$ cat config.mk
export PLATFORM = sky130hd
export DESIGN_NAME = hardwired_control_unit
export DESIGN_NICKNAME = d
export VERILOG_FILES = /design/src/rtl/hardwired_control_unit.sv
export SDC_FILE = /design/constraint.sdc
export NUM_CORES = 1
export LEC_CHECK = 0
export ABC_AREA = 1
export ABC_CLOCK_PERIOD_IN_PS = 2000
export CAP_MARGIN = 40
export CORE_UTILIZATION = 33
export DETAILED_ROUTE_END_ITERATION = 7
export HOLD_SLACK_MARGIN = 0.03
export MAX_ROUTING_LAYER = met4
export PLACE_DENSITY = 0.83
export SLEW_MARGIN = 20
export SYNTH_ARGS = -nofsm -noshare
export SYNTH_HDL_FRONTEND = slang
export SYNTH_SLANG_ARGS = --single-unit
$ cat constraint.sdc
create_clock -name clock -period 2 [get_ports clock]
set_input_delay 0.5 -clock clock [delete_from_list [all_inputs] [get_ports clock]]
set_output_delay 0.5 -clock clock [all_outputs]
set_load 0.05 [all_outputs]
$ cat src/rtl/hardwired_control_unit.sv
`default_nettype none
// ============================================================================
// Module      : hardwired_control_unit
// Description : Moore-style hardwired controller for the bus-based RISC
//               datapath. Fetches in T0-T2, decodes ir[31:27] and executes
//               in T3-T7, producing every per-cycle datapath strobe.
// Revision    : 1.0 - initial release
// ============================================================================
module hardwired_control_unit #(
    parameter int OPW     = 5,
    parameter int ALU_OPW = 5
) (
    input  logic               clock,
    input  logic               clear,
    input  logic [31:0]        ir,
    input  logic               CON,
    output logic               run,
    output logic               illegal_op,
    output logic               Gra,
    output logic               Grb,
    output logic               Grc,
    output logic               Rin,
    output logic               Rout,
    output logic               BAout,
    output logic               R15in,
    output logic               PCout,
    output logic               PCin,
    output logic               IncPC,
    output logic               MARin,
    output logic               MDRin,
    output logic               MDRout,
    output logic               memRead,
    output logic               ramEnable,
    output logic               Yin,
    output logic               Zin,
    output logic               Zlowout,
    output logic               Zhighout,
    output logic               HIin,
    output logic               HIout,
    output logic               LOin,
    output logic               LOout,
    output logic               IRin,
    output logic               Cout,
    output logic               CONin,
    output logic               InPort_Out,
    output logic               OutPort_In,
    output logic               ADD,
    output logic [ALU_OPW-1:0] alu_op
);

    typedef enum logic [3:0] {
        S_RESET = 4'd0,
        S_T0    = 4'd1,
        S_T1    = 4'd2,
        S_T2    = 4'd3,
        S_T3    = 4'd4,
        S_T4    = 4'd5,
        S_T5    = 4'd6,
        S_T6    = 4'd7,
        S_T7    = 4'd8,
        S_HALT  = 4'd9
    } state_t;

    localparam logic [OPW-1:0] c_op_ld   = OPW'(0);
    localparam logic [OPW-1:0] c_op_ldi  = OPW'(1);
    localparam logic [OPW-1:0] c_op_st   = OPW'(2);
    localparam logic [OPW-1:0] c_op_add  = OPW'(3);
    localparam logic [OPW-1:0] c_op_shl  = OPW'(11);
    localparam logic [OPW-1:0] c_op_addi = OPW'(12);
    localparam logic [OPW-1:0] c_op_ori  = OPW'(14);
    localparam logic [OPW-1:0] c_op_div  = OPW'(15);
    localparam logic [OPW-1:0] c_op_mul  = OPW'(16);
    localparam logic [OPW-1:0] c_op_neg  = OPW'(17);
    localparam logic [OPW-1:0] c_op_not  = OPW'(18);
    localparam logic [OPW-1:0] c_op_br   = OPW'(19);
    localparam logic [OPW-1:0] c_op_jr   = OPW'(20);
    localparam logic [OPW-1:0] c_op_jal  = OPW'(21);
    localparam logic [OPW-1:0] c_op_in   = OPW'(22);
    localparam logic [OPW-1:0] c_op_out  = OPW'(23);
    localparam logic [OPW-1:0] c_op_mfhi = OPW'(24);
    localparam logic [OPW-1:0] c_op_mflo = OPW'(25);
    localparam logic [OPW-1:0] c_op_halt = OPW'(27);

    state_t         r_state;
    state_t         w_next_state;
    state_t         w_last_step;
    logic [OPW-1:0] w_opcode;
    logic           w_alu_r;
    logic           w_alu_i;
    logic           w_muldiv;
    logic           w_negnot;
    logic           w_alu_class;
    logic           w_illegal;
    logic           w_unused_ir_bits;

    assign w_opcode         = ir[31:32-OPW];
    assign w_unused_ir_bits = ^ir[31-OPW:0];

    // Opcode class decode
    assign w_alu_r     = (w_opcode >= c_op_add)  && (w_opcode <= c_op_shl);
    assign w_alu_i     = (w_opcode >= c_op_addi) && (w_opcode <= c_op_ori);
    assign w_muldiv    = (w_opcode == c_op_div)  || (w_opcode == c_op_mul);
    assign w_negnot    = (w_opcode == c_op_neg)  || (w_opcode == c_op_not);
    assign w_alu_class = w_alu_r || w_alu_i || w_muldiv || w_negnot;
    assign w_illegal   = (w_opcode > c_op_halt);

    // State register; clear aborts any instruction in flight
    always_ff @(posedge clock) begin
        if (clear) begin
            r_state <= S_RESET;
        end else begin
            r_state <= w_next_state;
        end
    end

    // Final execute step per opcode; reaching it returns to fetch
    always_comb begin
        w_last_step = S_T3;
        if (w_opcode == c_op_ld || w_opcode == c_op_st) begin
            w_last_step = S_T7;
        end else if (w_opcode == c_op_ldi || w_alu_r || w_alu_i) begin
            w_last_step = S_T5;
        end else if (w_muldiv || w_opcode == c_op_br) begin
            w_last_step = S_T6;
        end else if (w_negnot || w_opcode == c_op_jal) begin
            w_last_step = S_T4;
        end
    end

    // Next-state sequencing
    always_comb begin
        w_next_state = r_state;
        case (r_state)
            S_RESET: w_next_state = S_T0;
            S_T0:    w_next_state = S_T1;
            S_T1:    w_next_state = S_T2;
            S_T2:    w_next_state = S_T3;
            S_T3, S_T4, S_T5, S_T6, S_T7: begin
                if (r_state == S_T3 && w_opcode == c_op_halt) begin
                    w_next_state = S_HALT;
                end else if (r_state == w_last_step || r_state == S_T7) begin
                    w_next_state = S_T0;
                end else begin
                    w_next_state = state_t'(r_state + 4'd1);
                end
            end
            S_HALT:  w_next_state = S_HALT;
            default: w_next_state = S_RESET;
        endcase
    end

    // Moore output decode from state and opcode (CON only for branch T6)
    always_comb begin
        run        = (r_state != S_RESET) && (r_state != S_HALT);
        illegal_op = 1'b0;
        Gra = 1'b0; Grb = 1'b0; Grc = 1'b0; Rin = 1'b0; Rout = 1'b0;
        BAout = 1'b0; R15in = 1'b0;
        PCout = 1'b0; PCin = 1'b0; IncPC = 1'b0;
        MARin = 1'b0; MDRin = 1'b0; MDRout = 1'b0; memRead = 1'b0;
        ramEnable = 1'b0;
        Yin = 1'b0; Zin = 1'b0; Zlowout = 1'b0; Zhighout = 1'b0;
        HIin = 1'b0; HIout = 1'b0; LOin = 1'b0; LOout = 1'b0;
        IRin = 1'b0; Cout = 1'b0; CONin = 1'b0;
        InPort_Out = 1'b0; OutPort_In = 1'b0; ADD = 1'b0;
        alu_op = '0;
        case (r_state)
            S_T0: begin
                PCout = 1'b1; MARin = 1'b1; IncPC = 1'b1; Zin = 1'b1;
            end
            S_T1: begin
                Zlowout = 1'b1; PCin = 1'b1; memRead = 1'b1; MDRin = 1'b1;
            end
            S_T2: begin
                MDRout = 1'b1; IRin = 1'b1;
            end
            S_T3: begin
                if (w_alu_r || w_alu_i) begin
                    Grb = 1'b1; Rout = 1'b1; Yin = 1'b1;
                end else if (w_opcode <= c_op_st) begin
                    Grb = 1'b1; BAout = 1'b1; Yin = 1'b1;
                end else if (w_muldiv) begin
                    Gra = 1'b1; Rout = 1'b1; Yin = 1'b1;
                end else if (w_negnot) begin
                    Grb = 1'b1; Rout = 1'b1; Zin = 1'b1;
                end else if (w_opcode == c_op_br) begin
                    Gra = 1'b1; Rout = 1'b1; CONin = 1'b1;
                end else if (w_opcode == c_op_jr) begin
                    Gra = 1'b1; Rout = 1'b1; PCin = 1'b1;
                end else if (w_opcode == c_op_jal) begin
                    PCout = 1'b1; R15in = 1'b1;
                end else if (w_opcode == c_op_in) begin
                    InPort_Out = 1'b1; Gra = 1'b1; Rin = 1'b1;
                end else if (w_opcode == c_op_out) begin
                    Gra = 1'b1; Rout = 1'b1; OutPort_In = 1'b1;
                end else if (w_opcode == c_op_mfhi) begin
                    HIout = 1'b1; Gra = 1'b1; Rin = 1'b1;
                end else if (w_opcode == c_op_mflo) begin
                    LOout = 1'b1; Gra = 1'b1; Rin = 1'b1;
                end else if (w_illegal) begin
                    illegal_op = 1'b1;
                end
            end
            S_T4: begin
                if (w_alu_r) begin
                    Grc = 1'b1; Rout = 1'b1; Zin = 1'b1;
                end else if (w_alu_i) begin
                    Cout = 1'b1; Zin = 1'b1;
                end else if (w_opcode <= c_op_st) begin
                    Cout = 1'b1; ADD = 1'b1; Zin = 1'b1;
                end else if (w_muldiv) begin
                    Grb = 1'b1; Rout = 1'b1; Zin = 1'b1;
                end else if (w_negnot) begin
                    Zlowout = 1'b1; Gra = 1'b1; Rin = 1'b1;
                end else if (w_opcode == c_op_br) begin
                    PCout = 1'b1; Yin = 1'b1;
                end else if (w_opcode == c_op_jal) begin
                    Gra = 1'b1; Rout = 1'b1; PCin = 1'b1;
                end
            end
            S_T5: begin
                if (w_alu_r || w_alu_i || w_opcode == c_op_ldi) begin
                    Zlowout = 1'b1; Gra = 1'b1; Rin = 1'b1;
                end else if (w_opcode == c_op_ld || w_opcode == c_op_st) begin
                    Zlowout = 1'b1; MARin = 1'b1;
                end else if (w_muldiv) begin
                    Zlowout = 1'b1; LOin = 1'b1;
                end else if (w_opcode == c_op_br) begin
                    Cout = 1'b1; ADD = 1'b1; Zin = 1'b1;
                end
            end
            S_T6: begin
                if (w_opcode == c_op_ld) begin
                    memRead = 1'b1; MDRin = 1'b1;
                end else if (w_opcode == c_op_st) begin
                    Gra = 1'b1; Rout = 1'b1; MDRin = 1'b1;
                end else if (w_muldiv) begin
                    Zhighout = 1'b1; HIin = 1'b1;
                end else if (w_opcode == c_op_br && CON) begin
                    PCin = 1'b1; Zlowout = 1'b1;
                end
            end
            S_T7: begin
                if (w_opcode == c_op_ld) begin
                    MDRout = 1'b1; Gra = 1'b1; Rin = 1'b1;
                end else if (w_opcode == c_op_st) begin
                    MDRout = 1'b1; ramEnable = 1'b1;
                end
            end
            default: begin
            end
        endcase
        // ALU function only accompanies Zin for ALU-class instructions
        if (Zin && w_alu_class && r_state != S_T0) begin
            alu_op = ALU_OPW'(w_opcode);
        end
    end

endmodule
`default_nettype wire

==> results_dict.tcl, run 1 <==
set metrics [dict create \
    portBuffers 43 \
    h-tree-depth 1 \
    yosysSeqAreaShare_pct 7.51 \
    synth_cell_types 27 \
    outcome "aborted with a tool error" \
    synth.cell_area_um2 1070 \
    failing_step "global routing" \
    worst_endpoint_kind "output port" \
    yosys_most_used_dff "dfxtp_1" \
    yosysWarnings 0 \
    synth-edff-count 0 \
    grt_max_degree 8 \
    numClockSinks 4 \
    synth.avg_cell_area_um2 5.76 \
    worst_endpoint "alu_op[0]" \
    tool.error "[ERROR DPL-0038] Utilization greater than 100%, impossible to legalize" \
    async_flop_share_pct 0 \
    syn_nets 224 \
    num_rows 20 \
    clockRootBuffer "clkbuf_4" \
    place_hpwl_mm 4.68 \
    numCtsBuffers 3 \
    gp_congestion 1.02 \
    die_w_um 58.8 \
    syn_inst 185 \
    cts.path.max_buffers 2 \
    top_level_ports 71 \
    die_y_um 58.8 \
    start_util_pct 34.9 \
    place_inst 339 \
    synth-seq-cells 4 \
]
## Yosys cell counts (2+ instances only)
library cell,instances,share of area [%]
a21oi_1,4,1.9
a21oi_2,2,1.6
dfxtp_1,4,7.5
ha_1,4,4.7
inv_1,28,9.9
inv_2,6,2.1
nand2_1,35,12
nand2_2,9,5.3
nand2_4,4,4.2
nand3_1,9,4.2
nand3_2,2,1.9
nand4_1,8,4.7
nor2_1,28,9.9
nor2_2,10,5.9
nor2_4,5,5.3
nor3_1,6,2.8
o2111ai_1,3,2.5
o21ai_0,9,4.2
## stage by stage
step / setup TNS, ps / area, um2 / setup slack (ps)
4_1_cts: -6330 / 2980 / -386
3_5_place_dp: -25140 / 2570 / -920
3_3_place_gp: -22240 / 2570 / -801
2_1_floorplan: -3830 / 1220 / -444
## what timing repair did
item | CTS
buffers inserted | 16
hold buffers | 0
setup endpoints to repair | 38
gates resized for setup | 104
pin swaps | 31
## logic make-up after synthesis
kind of cell / count (synthesis) / share of synthesized area, %
simple gates: 117 / 57.0
buf+inv: 35 / 12.7
compound gates: 24 / 17.3
fa+ha+maj: 4 / 4.70
flops: 4 / 7.51
xor+xnor: 1 / 0.822
==> run 2: changes to the inputs <==
Settings changed: ABC_CLOCK_PERIOD_IN_PS 2000 to 2600, CORE_AREA set to 2 2 63 65, CORE_UTILIZATION 33 to unset, DIE_AREA set to 0 0 65 67, HOLD_SLACK_MARGIN 0.03 to unset, MAX_ROUTING_LAYER met4 to unset, PLACE_DENSITY 0.83 to unset, PLACE_DENSITY_LB_ADDON set to 0.15.
Clock period 2 ns to 2.6 ns, I/O delays scaled along.
==> results_dict.tcl, run 2 <==
set metrics [dict create \
    clkLatencyLatePin_ps 220 \
    synth_cell_types 27 \
    hold_buffers 0 \
    yosys-top-cells-count "nand2_1 (35), inv_1 (28), nor2_1 (28)" \
    synth.avg_cell_area_um2 5.76 \
    yosysSeqAreaShare_pct 7.51 \
    place_hpwl_mm 3.48 \
    regToRegStartpoint "r_state[0]" \
    clockRootBuffer "clkbuf_8" \
    path_cells "buf_4 -> nand2_4 -> buf_12 -> buf_4 -> nand2_2 -> nand2_4 -> buf_6 -> nor2_4 -> o22a_1 -> nand4_1 -> buf_12" \
    h-tree-depth 1 \
    synth_area_leaders "nand2_1 (12%), inv_1 (9.9%), nor2_1 (9.9%), dfxtp_1 (7.5%), nor2_2 (5.9%)" \
    top_level_ports 71 \
    wl_per_cell_um 13.6 \
    crit_path_end_kind "output pin" \
    yosysWarnings 0 \
    worstPathMaxFanout 4 \
    drt-initial-drc-count 53 \
    grt_pass1_vias 1586 \
    cap_violations 0 \
    cts.path.max_buffers 2 \
    numClockSinks 4 \
    hold_viol_final 0 \
    p_per_area_nw_per_um2 440 \
    crit_required_ps 1950 \
    finalMaxSlewViolations 0 \
    worstSetupStartpointType "input port" \
    gr-total-overflow 0 \
    syn_inst 185 \
    max_stage_delay_ps 190 \
    final_nets 327 \
    final_cell_area_um2 2510 \
    dpl_cell_area_um2 2260 \
    numCtsBuffers 3 \
    cpMaxStageDelayCell "buf_12" \
    drc 0 \
    cp-startpoint "ir[28]" \
    criticalPathCategory "in -> out" \
    die_w_um 65 \
    grt_max_degree 8 \
    outcome "finished, violations left" \
    hold_path.class "reg -> reg" \
    dieArea_um2 4360 \
    worst_slew_pin_slew_ps 383 \
    die_y_um 67 \
    irDropWorstVdd_mv 0.237 \
    wirelength_mm 4.54 \
    stdcell_count 334 \
    slew_headroom_pct 74.4 \
    core_area_um2 3610 \
    fmax_ghz 0.374 \
    grt.total_usage_pct 20.9 \
    synth-seq-cells 4 \
    place_inst 319 \
    cp_data_arrival_time_ps 2020 \
    final_cell_mix "buf_4 (56), buf_12 (35), nand2_1 (30)" \
    num_rows 22 \
    layout_commonest_cell "buf_4" \
    violations "setup timing" \
    cp_top_family "buffers and inverters" \
    setup_viol 6 \
    async_flop_share_pct 0 \
    largest_registers "r_state: 4 flops" \
    syn_nets 224 \
    synth.most_common_cell "nand2_1" \
    start_util_pct 29.6 \
    tritoncts "built" \
    synth.top_cell.area_share_pct 12.3 \
    leakage_nw 1.15 \
    fin_skew_ps 2.86 \
    syn_to_final_growth_pct 136 \
    cts.clk_slew.worst_paths_ps 30 \
    viasPerCell 4.73 \
    grt_pass1_wl_mm 7.02 \
    fin_util_pct 69.7 \
    timing.final.ws_setup_ps -72.4 \
    yosys_most_used_dff "dfxtp_1" \
    synth.cell_area_um2 1070 \
    rsz0062_at_grt "true" \
    drt_pass1_iterations 4 \
    whs_ps 679 \
    gp_congestion 0.894 \
    finalPower_mw 1.11 \
    antenna_found_initial 0 \
    antenna_cells 0 \
    largest_register "r_state" \
    worstHoldStart "r_state[3]" \
    synth-edff-count 0 \
    antenna_left 0 \
    min_period_ps 2670 \
    crit_buf_inv 5 \
    yosys.area.top_type "nand2_1" \
    fin_crit_sh_pct 103 \
    drive_gt1_share_pct 57.7 \
    largest_reg_flops 4 \
    route.vias.total 1580 \
    portBuffers 43 \
]
## run 2: cell counts after synthesis
No cell type changed its count.
## run 2: kinds of logic (layout without fill, tap and decap cells)
| kind of cell | after synthesis | after routing | share of synthesized area (%) |
|---|---|---|---|
| compound gates | 24 | 24 | 17.3 |
| xor+xnor | 1 | 1 | 0.822 |
| simple gates | 117 | 117 | 57.0 |
| flops | 4 | 4 | 7.51 |
| fa+ha+maj | 4 | 4 | 4.70 |
| buf+inv | 35 | 136 | 12.7 |
## run 2: report_power, final
| group | internal, mW | total, mW | leakage (nW) | switching [mW] |
|---|---|---|---|---|
| Combinational | 0.379 | 0.890 | 1.09 | 0.511 |
| Clock | 0.0989 | 0.134 | 0.0216 | 0.0350 |
| Sequential | 0.0729 | 0.0812 | 0.0328 | 0.00829 |
## run 2: final cells by class
cell class	instances	area [um2]
Timing Repair Buffer	99	1210
Inverter	34	130
Clock buffer	3	41.3
Tap cell	48	60.1
Fill cell	280	1090
Multi-Input combinational cell	146	992
Sequential cell	4	80.1
## run 2: worst register-to-register path: cells and delay by family, from the launching register on
kind,cells,cell delay [ps]
adders and majority gates,1,190
AOI/OAI and AO/OA,1,80
buffers and inverters,6,590
and+or+nand+nor,5,600
DFF,1,300
## run 2: worst paths after layout
path                 to  slack, ps  cells past startpoint
max                 Gra        -70                     11
min          r_state[0]        680                      3
max reg2reg  r_state[1]        730                     13
min reg2reg  r_state[0]        680                      3
## run 2: metal layers
layer / vias up / GRT usage (%) / part of all wire [%]
met2: 32 / 37.2 / 53
li1: 802 / - / -
met5: - / 0 / 0
met4: 0 / 9.31 / 2.1
met3: 9 / 1.69 / 2.5
met1: 737 / 25.5 / 42
## run 2: through the flow
| stage | setup slack, ps | setup TNS (ps) |
|---|---|---|
| 6_report | -72.4 | -296 |
| 5_1_grt | -153 | -919 |
| 4_1_cts | -75.9 | -279 |
| 3_5_place_dp | -583 | -11900 |
| 3_3_place_gp | -596 | -11950 |
| 2_1_floorplan | -244 | -1280 |
## run 2: timing repair
item	4_1_cts	5_1_grt
resized for setup	37	25
buffers inserted	6	6
pin swaps	13	13
endpoints found under the setup margin	33	17
(Power assumes the default switching activity.)
==> run 3: changes to the inputs <==
Settings changed: SKIP_LAST_GASP set to 1.
==> results_dict.tcl, run 3 (synthesis gave the netlist of run 2 again) <==
set metrics [dict create \
    grt.total_usage_pct 20.9 \
    cap_violations 0 \
    irDropWorstVdd_mv 0.235 \
    crit_required_ps 1950 \
    cts.clk_slew.worst_paths_ps 30 \
    fillerInstances 295 \
    pre_cts_ws_ps -583 \
    clkLatencyLatePin_ps 220 \
    wirelength_mm 4.34 \
    numCtsBuffers 3 \
    worstHoldStart "r_state[3]" \
    leakage_nw 1.12 \
    grt_pass1_vias 1577 \
    drive_gt1_share_pct 56.2 \
    regToRegStartpoint "r_state[0]" \
    gp_congestion 0.894 \
    finalPower_mw 1.09 \
    drt-initial-drc-count 44 \
    hold_buffers 0 \
    hold_path.class "reg -> reg" \
    wl_per_cell_um 13.1 \
    worstPathMaxFanout 5 \
    numClockSinks 4 \
    cp_data_arrival_time_ps 2010 \
    dieArea_um2 4360 \
    antenna_cells 0 \
    start_util_pct 29.6 \
    fin_util_pct 68.1 \
    clockRootBuffer "clkbuf_8" \
    fin_crit_sh_pct 102 \
    hold_viol_final 0 \
    min_period_ps 2660 \
    syn_to_final_growth_pct 131 \
    p_switching_mw 0.549 \
    gr-total-overflow 0 \
    top_level_ports 71 \
    power_frac_clock_pct 12.3 \
    timing.final.ws_setup_ps -64.9 \
    slew_headroom_pct 75.9 \
    h-tree-depth 1 \
    p_per_area_nw_per_um2 445 \
    r2r-end "r_state[1]" \
    criticalPathCategory "in -> out" \
    violations "setup timing" \
    largest_register "r_state" \
    setup_viol 6 \
    portBuffers 43 \
    viasPerCell 4.67 \
    die_y_um 67 \
    outcome "finished, violations left" \
    layout_commonest_cell "buf_4" \
    timing.reg2reg.setup_slack_ps 740 \
    hold_path_end "r_state[0]" \
    worst_slew_pin_slew_ps 361 \
    antenna_left 0 \
    worst-r2r-cell-count 13 \
    p_int_mw 0.545 \
    fmax_ghz 0.375 \
    crit_path_end_kind "output pin" \
    final_cell_mix "buf_4 (53), buf_12 (34), nand2_1 (33)" \
    route.vias.total 1545 \
    fin_skew_ps 2.78 \
    sw_frac_of_total_pct 50.2 \
    die_w_um 65 \
    whs_path_depth 3 \
    num_rows 22 \
    largest_reg_flops 4 \
    tritoncts "built" \
    drt_pass1_iterations 4 \
    power_frac_comb_pct 80.3 \
    drc 0 \
    final_nets 324 \
    rsz0062_at_grt "true" \
    grt_max_degree 8 \
    place_hpwl_mm 3.48 \
    power_frac_seq_pct 7.4 \
    core_area_um2 3610 \
    whs_ps 683 \
    grt_pass1_wl_mm 7.00 \
    cts.path.max_buffers 2 \
    antenna_found_initial 0 \
    worstSetupStartpointType "input port" \
    finalMaxSlewViolations 0 \
    largest_registers "r_state: 4 flops" \
]
[run 3: worst max-delay path by stage]
stage	start	to	slack, ps	cells after the start
floorplan	ir[30]	HIout	-240	8
global route	ir[29]	alu_op[3]	-150	12
detailed placement	ir[29]	alu_op[2]	-580	11
finish	ir[29]	alu_op[3]	-60	10
global placement	ir[30]	alu_op[2]	-600	9
CTS	ir[30]	alu_op[1]	-80	10
[run 3: layout make-up]
cell class / count / area (um2) / area share (%)
tap: 48 / 60.1 / 2.44
inverter: 34 / 130 / 5.30
timing repair buffer: 96 / 1170 / 47.5
clock buffer: 3 / 41.3 / 1.68
multi-input combinational: 146 / 980 / 39.9
sequential: 4 / 80.1 / 3.26
[run 3: power groups by stage]
stage	sequential, mW	clock (mW)	combinational, mW
4_1_cts	0.0803	0.139	0.867
3_5_place_dp	0.0807	0	0.834
3_3_place_gp	0.0803	0	0.829
6_report	0.0811	0.134	0.879
5_1_grt	0.0828	0.143	0.921
2_1_floorplan	0.0862	0	0.447
[run 3: worst max-delay path, cell delays in order]
cell and delay, ps:
buf_8 110, nor2_4 180, nand2_4 100, nor3_2 230, nor2_2 80, o211ai_4 90, o311ai_4 130, buf_12 170
nor2_4 120, buf_12 140
[run 3: repair_timing]
| item | 4_1_cts | 5_1_grt |
|---|---|---|
| pin swaps | 13 | 12 |
| resized for setup | 35 | 19 |
| setup buffers | 6 | 3 |
| gates cloned | 0 | 0 |
| endpoints found under the setup margin | 33 | 17 |
[run 3: routing by layer]
layer	vias up	track usage (%)	wire length [um]
met3	9	1.52	182
li1	796	-	-
met4	0	9.04	102
met1	700	25.5	1790
met2	40	37.4	2260
met5	-	0	0
[run 3: through the flow]
step	instance area [um2]	TNS, ps	std cells
detailed placement	2260	-11900	319
global route	2460	-966	331
global placement	2260	-11950	319
CTS	2380	-291	328
floorplan	1130	-1280	185
finish	2460	-291	331
